$ cat config.mk
export PLATFORM = sky130hd
export DESIGN_NAME = fp_add_arbiter
export DESIGN_NICKNAME = d
export VERILOG_FILES = /design/src/rtl/fp_add_arbiter.sv
export SDC_FILE = /design/constraint.sdc
export NUM_CORES = 1
export LEC_CHECK = 0
export CAP_MARGIN = 20
export CORE_MARGIN = 4
export CORE_UTILIZATION = 25
export CTS_CLUSTER_SIZE = 28
export DETAILED_ROUTE_END_ITERATION = 6
export GPL_TIMING_DRIVEN = 0
export PLACE_DENSITY = 0.67
export RECOVER_POWER = 25
export SLEW_MARGIN = 15
export SYNTH_ARGS = -nofsm -noshare
export SYNTH_HDL_FRONTEND = slang
export SYNTH_SLANG_ARGS = --single-unit
$ cat constraint.sdc
create_clock -name clk -period 2.5 [get_ports clk]
set_input_delay 0.625 -clock clk [delete_from_list [all_inputs] [get_ports clk]]
set_output_delay 0.625 -clock clk [all_outputs]
set_load 0.05 [all_outputs]
$ cat src/rtl/fp_add_arbiter.sv
// fp_add_arbiter: round-robin sequencer sharing one combinational float adder
// among N requesters. Operands are registered into the adder, the sum is
// captured one cycle later and returned with the owner's ID over valid/ready.
module fp_add_arbiter #(
  parameter int N   = 4,
  parameter int IDW = $clog2(N)
) (
  input  logic            clk,
  input  logic            reset_n,
  input  logic [N-1:0]    req_valid,
  input  logic [N*32-1:0] req_a,
  input  logic [N*32-1:0] req_b,
  output logic [N-1:0]    req_ready,
  output logic [31:0]     add_a,
  output logic [31:0]     add_b,
  input  logic [31:0]     add_y,
  output logic            rsp_valid,
  output logic [IDW-1:0]  rsp_id,
  output logic [31:0]     rsp_y,
  input  logic            rsp_ready,
  output logic            busy
);

  localparam int unsigned NU = N;

  typedef enum logic [1:0] {
    IDLE = 2'd0,
    CALC = 2'd1,
    RESP = 2'd2
  } state_t;

  state_t         state_q, state_d;
  logic [IDW-1:0] last_grant_q, last_grant_d;
  logic [31:0]    add_a_q, add_a_d;
  logic [31:0]    add_b_q, add_b_d;
  logic [31:0]    rsp_y_q, rsp_y_d;
  logic [IDW-1:0] rsp_id_q, rsp_id_d;
  logic           rsp_valid_q, rsp_valid_d;

  logic           gnt_found;
  logic [IDW-1:0] gnt_idx;

  // Round-robin search starting one past the last grant, wrapping modulo N.
  always_comb begin
    int unsigned cand;
    gnt_found = 1'b0;
    gnt_idx   = '0;
    cand      = 0;
    for (int unsigned k = 1; k <= NU; k++) begin
      cand = (32'(last_grant_q) + k) % NU;
      if (!gnt_found && req_valid[cand]) begin
        gnt_found = 1'b1;
        gnt_idx   = IDW'(cand);
      end
    end
  end

  // Accept strobe: only the winner, only in IDLE, never while reset is held.
  always_comb begin
    req_ready = '0;
    if (reset_n && (state_q == IDLE) && gnt_found) begin
      req_ready[gnt_idx] = 1'b1;
    end
  end

  // Next-state and datapath capture for the IDLE -> CALC -> RESP sequence.
  always_comb begin
    state_d      = state_q;
    last_grant_d = last_grant_q;
    add_a_d      = add_a_q;
    add_b_d      = add_b_q;
    rsp_y_d      = rsp_y_q;
    rsp_id_d     = rsp_id_q;
    rsp_valid_d  = rsp_valid_q;
    unique case (state_q)
      IDLE: begin
        if (gnt_found) begin
          add_a_d      = req_a[32*gnt_idx +: 32];
          add_b_d      = req_b[32*gnt_idx +: 32];
          rsp_id_d     = gnt_idx;
          last_grant_d = gnt_idx;
          state_d      = CALC;
        end
      end
      CALC: begin
        rsp_y_d     = add_y;
        rsp_valid_d = 1'b1;
        state_d     = RESP;
      end
      RESP: begin
        if (rsp_ready) begin
          rsp_valid_d = 1'b0;
          state_d     = IDLE;
        end
      end
      default: begin
        rsp_valid_d = 1'b0;
        state_d     = IDLE;
      end
    endcase
  end

  // State and datapath registers with synchronous active-low reset.
  always_ff @(posedge clk) begin
    if (!reset_n) begin
      state_q      <= IDLE;
      last_grant_q <= IDW'(N - 1);
      add_a_q      <= '0;
      add_b_q      <= '0;
      rsp_y_q      <= '0;
      rsp_id_q     <= '0;
      rsp_valid_q  <= 1'b0;
    end else begin
      state_q      <= state_d;
      last_grant_q <= last_grant_d;
      add_a_q      <= add_a_d;
      add_b_q      <= add_b_d;
      rsp_y_q      <= rsp_y_d;
      rsp_id_q     <= rsp_id_d;
      rsp_valid_q  <= rsp_valid_d;
    end
  end

  assign add_a     = add_a_q;
  assign add_b     = add_b_q;
  assign rsp_y     = rsp_y_q;
  assign rsp_id    = rsp_id_q;
  assign rsp_valid = rsp_valid_q;
  assign busy      = (state_q != IDLE);

endmodule

# Yosys cells after proc, flatten, opt, wreduce, memory -nomap -nowiden
# Index checks and enable logic that the tools add are counted.
[totals]
in_bits = 295
regBits = 103
word_cells = 62
[op_classes]
shifts = 2
eq_ne = 4
reduce_logical = 14
order_cmp = 6
bitwise = 1
n_mux = 24
addsub = 4
[op_table]
columns = ["cell", "n"]
rows = [
  ["$shiftx A128 B8 Y32", 2],
  ["$lt A2 B3 Y1 const B", 5],
  ["$mux W2", 6],
  ["$mux W1", 10],
  ["$bmux W1 S2", 4],
  ["$logic_and A1 B1 Y1", 6],
  ["$pmux W2 S3", 1],
  ["$reduce_and A2 Y1", 3],
  ["$add A2 B1 Y2 const B", 2],
  ["$add A2 B2 Y2 const B", 2],
  ["$mux W4", 1],
  ["$ne A2 B2 Y1 const B", 2],
  ["$logic_not A1 Y1", 3],
  ["$pmux W1 S3", 1],
  ["$demux W1 S2", 1],
  ["$eq A2 B1 Y1 const B", 1],
  ["$eq A2 B2 Y1 const B", 1],
  ["$ge A2 B1 Y1 const B", 1],
  ["$logic_not A2 Y1", 1],
  ["$reduce_bool A2 Y1", 1],
  ["$not A1 Y1", 1],
]

# Longest topological paths before layout
# Gate-level depths: netlist of the first run.
[depth]
ltp_word = 18
mapped_depth = 8
depth_no_buf = 5

# Worst setup path after synthesis of the first run
# Ideal clock, no wire load.
[synth_timing]
path_kind = "input port to output port"
start = "input port req_valid[1]"
end = "output port req_ready[1]"
required_time_ns = 1.875
arrival_ns = 2.466
cell_stages = 6
path_slack_ns = -0.591
path_cell_list = "buf_2 -> nor2_1 -> a21oi_2 -> buf_2 -> nand2_1 -> nor3_1"
[synth_via]
elab_chain_cells = 17
elab_cells_between_ends = 29
cone_classes = "2 x order compare; 19 x mux; 8 x reduce/logical"
[synth_lines]
columns = ["item", "line", "rtl"]
rows = [
  ["start, declared", "10", "input logic [N-1:0] req_valid,"],
  ["$bmux W1 S2", "51", "if (!gnt_found && req_valid[cand]) begin"],
  ["$mux W1 (not written as such)", "51", ""],
  ["$mux W1", "51", ""],
  ["$logic_not A1 Y1", "51", ""],
  ["$logic_and A1 B1 Y1", "51", ""],
  ["$mux W1", "51", ""],
  ["$logic_not A1 Y1", "51", ""],
  ["$logic_and A1 B1 Y1", "51", ""],
  ["$mux W1", "51", ""],
  ["$logic_not A1 Y1", "51", ""],
  ["$logic_and A1 B1 Y1", "51", ""],
  ["$mux W2", "51", ""],
  ["$lt A2 B3 Y1 (not written as such) or $ge A2 B1 Y1 (tied branches)", "62", "req_ready[gnt_idx] = 1'b1;"],
  ["$logic_and A1 B1 Y1 (not written as such)", "62", ""],
  ["$mux W1 (not written as such)", "62", ""],
  ["$demux W1 S2", "62", ""],
  ["$mux W4 *", "61", "if (reset_n && (state_q == IDLE) && gnt_found) begin"],
  ["end, declared", "13", "output logic [N-1:0] req_ready,"],
]
# Mark *: on every way between the ends. The rest lies on a longest branch, timed or not. The select of a mux whose other input is x is not followed.

# Worst setup path after layout of the first run
[layout_timing]
start = "input port req_valid[3]"
end = "output port req_ready[0]"
# The elaborated chain is that of the path after synthesis.

==> impl_metrics.toml, run 1 <==
[worst_setup_path]
rrSetupSlack_ps = 260
rr_worst_depth = 7
path_max_fanout = 10
crit_path_end = "req_ready[0]"
cp_cell_sequence = "buf_4 > nor2_4 > a22oi_2 > o32ai_2 > buf_4 > buf_6 > nor2b_4 > buf_6"
required_ps = 1880
crit_start = "req_valid[3]"
worstSetupPathType = "primary input to output pin"
start_kind = "primary input"
arrival_ps = 1800
end_kind = "output pin"
slowest_stage = "buf_4"
slowest_delay_ps = 170
rr_startpoint = "last_grant_q[1]"
r2r_end = "add_a[4]"

[global_route]
grt.overflow.total = 0
grt_usage_pct = 21.5
antenna_found_initial = 3
grt_pass1_vias = 7054
grt_pass1_wl_mm = 41.5
grt_max_degree = 20

[clock_network]
cts_root_buf = "clkbuf_16"
htree_levels = 3
clk_path_buf_depth = 2
clk_latency_ps = 360
clk_pin_slew_worst_paths_ps = 80
cts_tree = "yes"
holdBufCountCts = 0
cts_sinks = 103
cts_buffers = 9

[cells_and_area]
nets = 1351
drive_gt1_share_pct = 7.35
final_cells = 1343
final_util_pct = 47.0
area_growth_pct = 83.6

[floorplanning]
die_x_um = 158
die_area_sq_um = 25000
start_util_pct = 25.6
boundaryPins = 399
rows = 54
die_h_um = 158
core_sq_um = 22000

[logic_synthesis]
synth_top_cell_by_area = "dfxtp_1"
ys_top_cells_by_area = "dfxtp_1 37%, mux2i_1 11%, a221oi_1 9.9%"
synthDistinctLibCells = 34
yosysWarnings = 0
postSynthNetCount = 939
async_reset_ff_share_pct = 0
ys_ff_latch = 103
yosysTopAreaCellShare_pct = 36.5
yosysMostFrequentCell = "dfxtp_1"
avgSynthCellArea_sq_um = 8.76
syn-instance-count = 644
netlist_area_sq_um = 5640
synthFlopType = "dfxtp_1"
yosysSeqAreaShare_pct = 36.5
ys_top_cells_by_count = "103 x dfxtp_1, 69 x o21ai_0, 68 x nand2_1, 66 x o22ai_1, 65 x o211ai_1"
synth_edf_count = 0

[hold_path]
hold_depth = 2
hp-class = "register to register"

[pwr]
sw_frac_of_total_pct = 42.4
power_leakage_nw = 3.80
power_density_nw_per_um2 = 666
switchingPower_mw = 2.93
clkPwrFrac_pct = 20.9
p_int_mw = 3.97
ir_drop_mv = 0.386
pwr-share-comb_pct = 48.7
sequentialPowerShare_pct = 30.4

[placement]
port_buffers = 396
place.gp.congestion = 0.875
place_hpwl_mm = 22.2
dp_cells = 1320

[routing]
ant_nets = 0
route.detailed.drc = 0
drt-vias-per-instance = 5.25
wirelength_mm = 28.7
wl_per_cell_um = 21.4
dr.pass1.iters = 5
dr.first_iter.drc_count = 469
num_vias = 7057

[sta]
slew_headroom_pct = 57.1
holdWs_ps = 462
tns_ps = 0
skew_ps = 10.4
fin_crit_sh_pct = 97.0
rsz0062_at_grt = "no"
hold_violations = 0
setup_viol = 0
fin_crit_ps = 2420
tightestPinTransition_ps = 642
fmax_mhz = 413
slew_violations = 0

[status]
status = "completed"

[flow_run]
max-cap-violations = 0
[stage by stage]
stage	worst slack, ps	power [mW]	area [sq um]
floorplan	-66.3	4.04	5660
global placement	-1860	5.44	9970
detailed placement	-1860	5.46	9970
CTS	25.0	6.96	10300
global route	3.01	7.22	10400
finish	76.1	6.90	10400
[critical path: cells and delay by family]
kind | cells | cell delay [ps]
AND/OR/NAND/NOR | 2 | 280
buffers and inverters | 4 | 640
AO/OA/AOI/OAI | 2 | 240
[final cells by class]
cell class,count,area [sq um]
Sequential cell,103,2070
Fill cell,2147,11700
Clock buffer,9,225
Tap cell,280,350
Antenna cell,2,5.00
Multi-Input combinational cell,464,3240
Inverter,3,11.3
Buffer,74,400
Timing Repair Buffer,401,4000
Clock inverter,7,66.3
[logic make-up after synthesis]
kind of cell	synth area share, %
compound gates	38.2
buf+inv	7.16
mux	11.4
simple gates	6.72
flops	36.5
[worst min path at each step]
stage            endpoint  startpoint  slack [ps]
3_5_place_dp    rsp_y[15]   rsp_y[15]         460
5_1_grt         rsp_y[24]   rsp_y[24]         490
3_3_place_gp    rsp_id[1]   rsp_id[1]         440
4_1_cts         rsp_y[15]   rsp_y[15]         470
6_report        rsp_y[15]   rsp_y[15]         460
2_1_floorplan  state_q[1]  state_q[1]         520
[cells in the final DEF (no fill, tap or decap), types with 2 or more instances in the layout]
master             n
clkbuf_1          36
nand2_1           67
dfxtp_1          102
buf_2             22
buf_4              8
a21boi_0          32
nor2_4             2
buf_1              2
nor2b_1            5
a21oi_1            3
inv_1              2
inv_6              2
clkdlybuf4s50_1  377
diode_2            2
mux2i_1           64
nor2_1             4
buf_6             13
a221oi_1          64
dlygate4sd3_1     12
o22ai_1           66
o21ai_0           69
a21o_1             2
clkbuf_16          9
o211ai_1          65
nor2_2             2
clkbuf_2           2
nand2b_1           3
[state kept, by name (all words and copies together), names as in the netlist]
signal and flops:
add_a 32, add_b 32, rsp_y 32, last_grant_q 2, rsp_id 2, state_q 2
rsp_valid 1
[per-layer routing]
metal	up-vias	wire length [um]	track usage, %
li1	3354	-	-
met1	3362	11700	26.6
met2	302	14200	37.4
met3	37	2240	5.44
met4	2	595	5.69
met5	-	12	0
[power by group through the flow]
stage | sequential, mW | combinational [mW] | clock (mW)
global route | 2.13 | 3.56 | 1.53
detailed placement | 2.12 | 3.34 | 0
floorplan | 2.96 | 1.08 | 0
CTS | 2.09 | 3.38 | 1.48
global placement | 2.11 | 3.33 | 0
finish | 2.10 | 3.36 | 1.44
[timing repair]
item | in CTS | in global routing
buffers inserted | 5 | 0
hold endpoints to repair | 0 | 0
setup endpoints to repair | 72 | 4
pin swaps | 2 | 1
resized for setup | 52 | 11
Power figures use the tool's default switching activity.
==> run 2: changes to the inputs <==
Settings changed: PLACE_DENSITY 0.67 to 0.69, SLEW_MARGIN 15 to 20.
Clock period 2.5 ns to 2.2 ns, I/O delays scaled along.
==> run 2 against run 1 <==
Effect of this change: the flow now finishes with violations (negative setup slack); sequential share of layout area fell by 0.25 points; utilization grew 0.68 points; routed wire length up 0.97%; first-iteration DRC count is 30% lower; clock skew hardly changed; critical endpoint unchanged; final area is 1.4% higher.
==> impl_metrics.toml, run 2 (synthesis results as in run 1) <==
[cells_and_area]
layout_common_cells = "383 x clkdlybuf4s50_1, 99 x dfxtp_1, 69 x o21ai_0"
stdcell_area_sq_um = 10500
final_common_cell = "clkdlybuf4s50_1"
nets = 1359
multi_input_area_sq_um = 3260
final_cells = 1352
seqCellArea_sq_um = 2070
final_util_pct = 47.7
nFillCells = 2169
drive_gt1_share_pct = 8.51
area_growth_pct = 86.3

[worst_setup_path]
crit_start = "req_valid[3]"
required_ps = 1650
start_kind = "primary input"
path_max_fanout = 8
end_kind = "output pin"
crit_path_end = "req_ready[0]"
r2r_end = "add_b[24]"
arrival_ps = 1760
rr_startpoint = "last_grant_q[0]"
worstSetupPathType = "primary input to output pin"
rr_worst_depth = 6
cpMostUsedCell = "buf_12"
slowest_delay_ps = 190
rrSetupSlack_ps = 200
cp_cell_sequence = "clkbuf_4 > nor2_4 > buf_4 > a21oi_4 > buf_12 > nand2_8 > buf_12 > nor2b_4 > buf_8"
slowest_stage = "clkbuf_4"

[pwr]
clkPwrFrac_pct = 20.9
p_int_mw = 4.56
sequentialPowerShare_pct = 30.1
pwr-share-comb_pct = 49.0
power_mw = 7.92
ir_drop_mv = 0.441
power_density_nw_per_um2 = 753
switchingPower_mw = 3.35
power_leakage_nw = 3.87
sw_frac_of_total_pct = 42.4

[status]
violations = "negative setup slack"
status = "complete, but fails checks"

[routing]
top_layer = "met5"
wl_met3_mm = 2.71
route.detailed.drc = 0
wl_per_cell_um = 21.5
dr.pass1.iters = 7
ant_nets = 0
drt-vias-per-instance = 5.24
routed-wl-met2_mm = 14.4
dr.first_iter.drc_count = 329
wl_met1_mm = 11.4
wirelength_mm = 29.0
num_vias = 7091

[placement]
dp_worst_setup_slack_ps = -1760
port_buffers = 396
place_hpwl_mm = 22.4
dp_cells = 1320
post_dp_cell_area_sq_um = 10000
place.gp.congestion = 0.860

[clock_network]
clk_latency_ps = 360
cts_sinks = 103
cts_root_buf = "clkbuf_16"
holdBufCountCts = 0
clk_pin_slew_worst_paths_ps = 80
cts_buffers = 9
clk_path_buf_depth = 2
cts_tree = "yes"
htree_levels = 3

[hold_path]
hp-class = "register to register"

[global_route]
antenna_found_initial = 3
grt_pass1_vias = 6977
grt_pass1_wl_mm = 41.1
grt.overflow.total = 0
grt_usage_pct = 21.6
grt_max_degree = 21

[sta]
fin_crit_sh_pct = 105
tns_ps = -255
holdWs_ps = 463
slew_headroom_pct = 51.4
fmax_mhz = 434
hold_violations = 0
tightestPinTransition_ps = 728
setup_ws_ps = -107
fin_crit_ps = 2310
skew_ps = 10.8
slew_violations = 0
rsz0062_at_grt = "yes"
setup_viol = 3

[floorplanning]
core_sq_um = 22000
boundaryPins = 399
die_h_um = 158
die_area_sq_um = 25000
start_util_pct = 25.6
rows = 54
die_x_um = 158

[flow_run]
max-cap-violations = 0
[run 2: cell count changes in the layout (fill, tap and decap cells not counted), sizes merged]
cell,before,now
dlygate4sd2,0,2
buf,46,55
clkbuf,48,47
clkdlybuf4s18,1,0
dlymetal6s2s,0,3
inv,6,5
clkinv,3,4
dlygate4sd3,12,1
diode,2,3
clkdlybuf4s50,377,383
clkdlybuf4s15,0,1
[run 2: what timing repair did]
item                                    in CTS  in global routing
pin swaps                                    5                  6
buffers inserted                            13                  1
endpoints found under the setup margin      74                 33
resized for setup                           55                 15
[run 2: worst min-delay path by stage]
stage	slack, ps	depth (start not counted)	from	end
final	460	2	rsp_id[1]	rsp_id[1]
after global routing	480	2	rsp_y[15]	rsp_y[15]
after CTS	460	2	rsp_id[1]	rsp_id[1]
after detailed placement	460	2	rsp_id[1]	rsp_id[1]
after global placement	440	2	rsp_id[1]	rsp_id[1]
after floorplan	520	2	state_q[1]	state_q[1]
[run 2: cell type report]
class                      instances  area share (%)
timing repair buffer             410            39.0
multi-input combinational        464            31.1
sequential                       103            19.7
buffer                            73            3.83
tap                              280            3.33
clock buffer                       9            2.14
clock inverter                     7           0.738
inverter                           3           0.131
antenna                            3          0.0714
[run 2: power groups by stage]
stage / Combinational (mW) / Clock [mW] / Sequential, mW
2_1_floorplan: 1.24 / 0 / 3.36
3_3_place_gp: 3.80 / 0 / 2.40
3_5_place_dp: 3.81 / 0 / 2.42
4_1_cts: 3.89 / 1.72 / 2.38
5_1_grt: 4.10 / 1.78 / 2.42
6_report: 3.88 / 1.66 / 2.38
[run 2: routing by layer]
metal / up-vias / GRT usage (%)
met5: - / 0
met4: 2 / 6.34
met3: 29 / 6.04
met2: 359 / 37.9
met1: 3335 / 25.6
li1: 3366 / -
[run 2: critical path: cells and delay by family]
kind	cells	cell delay, ps
AND/OR/NAND/NOR	3	220
buffers and inverters	5	770
AO/OA/AOI/OAI	1	190
